## config.mk

```make
export PLATFORM = sky130hd
export DESIGN_NAME = scan_index_sequencer
export DESIGN_NICKNAME = d
export VERILOG_FILES = /design/src/rtl/scan_index_sequencer.sv
export SDC_FILE = /design/constraint.sdc
export NUM_CORES = 1
export LEC_CHECK = 0
export ABC_AREA = 1
export BUFFER_PORTS_ARGS = -buffer_cell sky130_fd_sc_hd__buf_2
export CORE_MARGIN = 2
export CORE_UTILIZATION = 25
export DETAILED_ROUTE_END_ITERATION = 8
export SYNTH_ARGS = -nofsm -noshare
export SYNTH_HDL_FRONTEND = slang
export SYNTH_SLANG_ARGS = --single-unit
```

## constraint.sdc

```tcl
create_clock -name clk -period 2.15 [get_ports clk]
set_clock_uncertainty 0.2 [all_clocks]
set_input_delay 0.1075 -clock clk [delete_from_list [all_inputs] [get_ports clk]]
set_output_delay 0.1075 -clock clk [all_outputs]
set_load 0.02 [all_outputs]
```

## src/rtl/scan_index_sequencer.sv

```systemverilog
// scan_index_sequencer
//   Generates the 3-bit select (a2 a1 a0) for a downstream 3-to-8 one-hot
//   decoder and steps it once every DIVISOR enabled clock cycles. Patterns:
//   hold, count-up, count-down and bounce (ping-pong). A synchronous load
//   places an arbitrary index and restarts the step period.
//
// Parameters
//   DIVISOR : enabled clk cycles per step (>= 1)
//   CNT_W   : prescaler width, 2**CNT_W >= DIVISOR
//
// Ports
//   clk      : system clock, rising edge
//   rst      : asynchronous, active-high reset
//   en       : prescaler run enable (0 freezes prescaler and index)
//   mode     : 00 hold, 01 up, 10 down, 11 bounce
//   load     : synchronous load strobe (beats a coincident step)
//   load_val : index applied on load
//   a0/a1/a2 : registered index bits, wired straight to the decoder
//   tick     : one-cycle pulse in the first cycle a new step result is visible
//   wrap     : one-cycle pulse with tick on a modulo wrap or bounce endpoint
module scan_index_sequencer #(
  parameter int unsigned DIVISOR = 25000000,
  parameter int unsigned CNT_W   = 25
) (
  input  logic       clk,
  input  logic       rst,
  input  logic       en,
  input  logic [1:0] mode,
  input  logic       load,
  input  logic [2:0] load_val,
  output logic       a0,
  output logic       a1,
  output logic       a2,
  output logic       tick,
  output logic       wrap
);

  typedef enum logic [1:0] {
    MODE_HOLD   = 2'b00,
    MODE_UP     = 2'b01,
    MODE_DOWN   = 2'b10,
    MODE_BOUNCE = 2'b11
  } mode_t;

  typedef enum logic {
    DIR_UP   = 1'b0,
    DIR_DOWN = 1'b1
  } dir_t;

  logic [CNT_W-1:0] presc;
  logic [2:0]       idx;
  dir_t             dir;

  logic [2:0] nxt_idx;
  dir_t       nxt_dir;
  logic       nxt_wrap;
  logic       step_due;

  assign step_due = en && (presc == CNT_W'(DIVISOR - 1));

  // Index/direction that a step taken now would produce.
  always_comb begin
    nxt_idx  = idx;
    nxt_dir  = dir;
    nxt_wrap = 1'b0;
    case (mode_t'(mode))
      MODE_HOLD: begin
        nxt_idx = idx;
      end
      MODE_UP: begin
        nxt_idx  = idx + 3'd1;
        nxt_wrap = (idx == 3'd7);
      end
      MODE_DOWN: begin
        nxt_idx  = idx - 3'd1;
        nxt_wrap = (idx == 3'd0);
      end
      MODE_BOUNCE: begin
        // Endpoint is flagged on arrival; leaving an endpoint only turns the
        // direction (needed when dir and index disagree after up/down/load).
        if (dir == DIR_UP) begin
          if (idx == 3'd7) begin
            nxt_idx = 3'd6;
            nxt_dir = DIR_DOWN;
          end else begin
            nxt_idx = idx + 3'd1;
            if (idx == 3'd6) begin
              nxt_dir  = DIR_DOWN;
              nxt_wrap = 1'b1;
            end
          end
        end else begin
          if (idx == 3'd0) begin
            nxt_idx = 3'd1;
            nxt_dir = DIR_UP;
          end else begin
            nxt_idx = idx - 3'd1;
            if (idx == 3'd1) begin
              nxt_dir  = DIR_UP;
              nxt_wrap = 1'b1;
            end
          end
        end
      end
      default: begin
        nxt_idx = idx;
      end
    endcase
  end

  always_ff @(posedge clk or posedge rst) begin
    if (rst) begin
      presc <= '0;
      idx   <= '0;
      dir   <= DIR_UP;
      tick  <= 1'b0;
      wrap  <= 1'b0;
    end else begin
      tick <= 1'b0;
      wrap <= 1'b0;
      if (load) begin
        idx   <= load_val;
        presc <= '0;
        dir   <= DIR_UP;
      end else if (step_due) begin
        presc <= '0;
        idx   <= nxt_idx;
        dir   <= nxt_dir;
        tick  <= 1'b1;
        wrap  <= nxt_wrap;
      end else if (en) begin
        presc <= presc + CNT_W'(1);
      end
    end
  end

  assign a0 = idx[0];
  assign a1 = idx[1];
  assign a2 = idx[2];

endmodule
```

==> After elaboration in Yosys (flattened, before gate mapping) <==
Cells that the tools add are included.
{ "word_totals": {"input_bits": 9, "wordCells": 50, "output_inout_bits": 5, "regBits": 31} }
{ "op_classes": {"addsub": 3, "mux": 26, "reduce_logical": 8, "n_eq_ne": 8} }
{ "op_table": {"columns": ["operator", "count"], "rows": [
  ["$mux 25", 3],
  ["$add 25x1->25 const B", 1],
  ["$eq 25x25->1 const B", 1],
  ["$mux 1", 16],
  ["$mux 3", 5],
  ["$pmux 3 s3", 1],
  ["$eq 3x3->1 const B", 2],
  ["$eq 2x2->1 const B", 2],
  ["$reduce_and 2->1", 2],
  ["$reduce_bool 2->1", 2],
  ["$add 3x1->3 const B", 1],
  ["$eq 3x1->1 const B", 1],
  ["$logic_not 3->1", 1],
  ["$pmux 1 s3", 1],
  ["$reduce_bool 3->1", 1],
  ["$sub 3x1->3 const B", 1],
  ["$eq 2x1->1 const B", 1],
  ["$logic_not 2->1", 1],
  ["$ne 2x2->1 const B", 1],
  ["$logic_and 1x1->1", 1]
]} }

==> Logic depth before layout (Yosys ltp) <==
{ "depth": {"depth_word": 7, "ltp_mapped": 10, "ltp_nobuf": 10} }

==> Worst setup path after synthesis <==
No wires, ideal clock.
{ "synth_timing": {"path_type": "register to register", "start": "reg idx[1]", "end": "reg idx[2]", "setup_time_ns": 0.117, "n_path_buf": 0, "path_stages_with_launch": 9, "synth_period_minus_slack_ns": 1.728, "slack_ns": 0.422, "t_arrival_ns": 1.410, "required_time_ns": 1.833, "cell_sequence": "dfrtp_1 -> ha_1 -> inv_1 -> ha_1 -> a21oi_1 -> o31a_1 -> a21oi_1 -> nand2_1 -> nand2_1"} }
{ "synth_between": {"elab_chain_len": 6, "word_cells_on_any_way": 10, "classes_between": "add/sub: 2; eq/ne: 1; mux: 6; reduce/logical: 1"} }
{ "synth_lines": {"columns": ["element", "line_no", "source"], "rows": [
  ["start, declared", "51", "logic [2:0] idx;"],
  ["start signal, assigned", "122", "idx <= load_val;"],
  ["start signal, assigned", "127", "idx <= nxt_idx;"],
  ["$add 3x1->3, or another cell as far along", "71, 86", null],
  ["$mux 3 (on tied branches)", "82, 93", null],
  ["$mux 3", "81", "if (dir == DIR_UP) begin"],
  ["$pmux 3 s3 *", "66", "case (mode_t'(mode))"],
  ["$mux 3 *", "125", "end else if (step_due) begin"],
  ["$mux 3 *", "121", "if (load) begin"]
]} }
Mark *: on every way between the ends. The rest lies on a longest branch, timed or not. The select of a mux whose other input is x is not followed.
A chain may end at the register's enable or synchronous reset.

==> Worst setup path after layout <==
{ "layout_timing": {"start": "reg presc[0]", "end": "reg dir"} }
{ "layout_between": {"elab_chain_len": 4} }
{ "layout_lines": {"columns": ["element", "line_no", "source"], "rows": [
  ["start, declared", "50", "logic [CNT_W-1:0] presc;"],
  ["start signal, assigned", "132", "presc <= presc + CNT_W'(1);"],
  ["$eq 25x25->1", "59", "assign step_due = en && (presc == CNT_W'(DIVISOR - 1));"],
  ["$logic_and 1x1->1", "59", null],
  ["$reduce_bool 2->1 (no line)", null, null],
  ["$reduce_and 2->1 (no line)", null, null],
  ["end signal, assigned", "128", "dir <= nxt_dir;"],
  ["end, declared", "52", "dir_t dir;"]
]} }
No other way between the ends.

==> impl_metrics.env <==
export IMPL_fin_crit_ns=1.90
export IMPL_diodes=0
export IMPL_drv_slew=0
export IMPL_setup_violations=0
export IMPL_placement_io_buffers=13
export IMPL_final_nets=351
export IMPL_clock_latency_ns=0.30
export IMPL_synth_area_leaders="dfrtp_1 36%, nand2_1 15%, nor2_1 9.8%"
export IMPL_yosysMostFrequentCell="nand2_1"
export IMPL_power_per_cell_area_mw_per_mm2=566
export IMPL_cp_max_fo=14
export IMPL_timing_slew_headroom_pct=69.8
export IMPL_rows=33
export IMPL_globalRouteTotalUtil_pct=11.9
export IMPL_wl_per_cell_um=11.0
export IMPL_grt_max_degree=32
export IMPL_synth_simple_gate_area_share_pct=42.0
export IMPL_worstSetupStartpointType="register"
export IMPL_synth_top_family_by_area="simple AND/OR/NAND/NOR gates"
export IMPL_cp_data_required_time_ns=2.14
export IMPL_gr_total_overflow=0
export IMPL_ys_ff_latch=31
export IMPL_drv_cap=0
export IMPL_viasPerCell=4.54
export IMPL_placed_cell_area_mm2=0.00230
export IMPL_drive_above_1_share_pct=11.6
export IMPL_initial_core_util_pct=25.9
export IMPL_fin_util_pct=30.1
export IMPL_rsz0062_at_grt="no"
export IMPL_synth_area_per_cell_um2=6.86
export IMPL_synth_top_area_share_pct=36.2
export IMPL_h_tree_depth=2
export IMPL_fin_area_mm2=0.00248
export IMPL_grt_pass1_vias=1878
export IMPL_pre_cts_ws_ns=0.0408
export IMPL_io_pins=14
export IMPL_worstSetupPathType="reg2reg"
export IMPL_tns_ns=0
export IMPL_p_leak_nw=1.15
export IMPL_drtAntennaViolNets=0
export IMPL_cts_clk_slew_worst_paths_ns=0.07
export IMPL_seq_area_frac_synth_pct=36.2
export IMPL_max_vdd_ir_drop_uv=242
export IMPL_synth_area_mux_share_pct=0
export IMPL_yosys_area_top_type="dfrtp_1"
export IMPL_cts_tree="yes"
export IMPL_clkSinkCount=31
export IMPL_antenna_found_initial=0
export IMPL_synthToLayoutAreaGrowth_pct=16.0
export IMPL_drt_iter0_drc=122
export IMPL_vias=1999
export IMPL_crit_arrival_ns=1.89
export IMPL_core_area_mm2=0.00826
export IMPL_cts_setup_buffers=0
export IMPL_synth_nets=329
export IMPL_first_pass_iters=4
export IMPL_synth_ff_type="dfrtp_1"
export IMPL_synth_compound_area_share_pct=6.14
export IMPL_synth_commonest_cells="83 x nand2_1, 56 x nor2_1, 41 x inv_1"
export IMPL_place_congestion=0.838
export IMPL_fin_ws_ns=0.251
export IMPL_fmax_mhz=527
export IMPL_synth_cells=312
export IMPL_numCtsBuffers=5
export IMPL_synthesis_area_mm2=0.00214
export IMPL_synth_adder_area_share_pct=4.68
export IMPL_drt_total_wl_mm=4.84
export IMPL_tightest_slew_ns=0.453
export IMPL_holdCritPathClass="in2reg"
export IMPL_synth_edf_count=0
export IMPL_die_area_mm2=0.00932
export IMPL_fp_dieW_um=96.5
export IMPL_cts_root_buffer_cell="clkbuf_8"
export IMPL_nFillCells=899
export IMPL_status="complete, no violations"
export IMPL_dieHeight_um=96.5
export IMPL_dpl_hpwl_mm=3.68
export IMPL_synth_xor_area_share_pct=1.64
export IMPL_fin_crit_sh_pct=88.3
export IMPL_synth_cell_types=31
export IMPL_grt_pass1_wl_mm=8.45
export IMPL_hold_viol_final=0
export IMPL_async_reset_ff_share_pct=100
export IMPL_ys_warn_count=0
export IMPL_worst_setup_path_end_kind="register"
export IMPL_clock_path_buffers=2
export IMPL_drcViolationCount=0
-- area by class of cell --
type	instances	area (µm²)	area share [%]
Timing Repair Buffer	20	133	5.34
Tap cell	105	131	5.29
Sequential cell	31	776	31.2
Clock inverter	2	35.0	1.41
Clock buffer	6	82.6	3.32
Multi-Input combinational cell	234	1170	47.1
Inverter	42	158	6.35
-- worst paths after layout --
check                           slack [ns]         to  depth (start not counted)  startpoint
worst max-delay path                  0.25        dir                         10    presc[0]
worst min-delay path                 0.006       wrap                          4     mode[0]
min in group asynchronous             0.24  presc[14]                          4         rst
worst min register to register        0.33   presc[1]                          2    presc[1]
max in group asynchronous             1.22  presc[11]                          4         rst
worst max register to register        0.25        dir                         10    presc[0]
-- kinds of logic (layout without fill, tap and decap cells) --
logic type | after synthesis | count (layout)
flip-flops | 31 | 31
AND/OR/NAND/NOR | 197 | 197
XOR/XNOR | 4 | 4
AO/OA/AOI/OAI | 25 | 25
adder cells (fa/ha/maj) | 8 | 8
buffers and inverters | 47 | 70
-- power by group --
part	internal [mW]	switching [mW]
Clock	0.375	0.239
Sequential	0.594	0.0194
Combinational	0.0646	0.113
-- metrics by stage --
step	instances	total power, mW	hold WS [ns]
after detailed placement	426	0.795	0.0162
after global routing	440	1.47	0.0187
final	440	1.40	0.00579
after global placement	426	0.793	0.0101
after floorplan	312	0.748	0.0110
after CTS	440	1.42	0.00236
-- worst max-delay path, stage by stage, from the launching register on --
cell and delay [ns]:
dfrtp_1 0.38, ha_1 0.21, nand3_2 0.11, nor2_2 0.16, nand3_1 0.10, nor2_2 0.20, inv_2 0.08, nand2_4 0.16
nand2_1 0.07, nand2_1 0.06, nand2_1 0.05
-- layout by cell type (no fill, tap or decap), types with 2 or more instances in the layout --
cell and n:
nand4_1 10, buf_2 13, nand2_2 2, clkbuf_8 6, nand3b_1 3, nor2_2 7
nor3_1 5, nand2_1 83, nand3_1 21, and3_1 2, xor2_1 2, nor2_1 55
inv_1 41, xnor2_1 2, a21oi_1 13, o21ai_0 9, ha_1 8, nand3_2 2
dfrtp_1 31, dlygate4sd3_1 6
-- state kept, by name, summed over array words and instances, names as in the netlist --
name,count
presc,25
idx,3
dir,1
tick,1
wrap,1
-- metal layers --
layer  vias up  part of all wire [%]  routed length (µm)  track usage (%)
li1       1033                     -                   -                -
met1       936                    49                2350             14.7
met2        24                    46                2230             19.4
met3         6                   3.5                 168             3.26
met4         0                   2.0                  99             5.16
met5         -                     0                   0                0
-- timing repair --
action                                  CTS  global route
gates resized for setup                   0             1
endpoints found under the setup margin    0            11
hold buffers                              6             0
hold endpoints to repair                 38             0
Power figures use the tool's default switching activity.
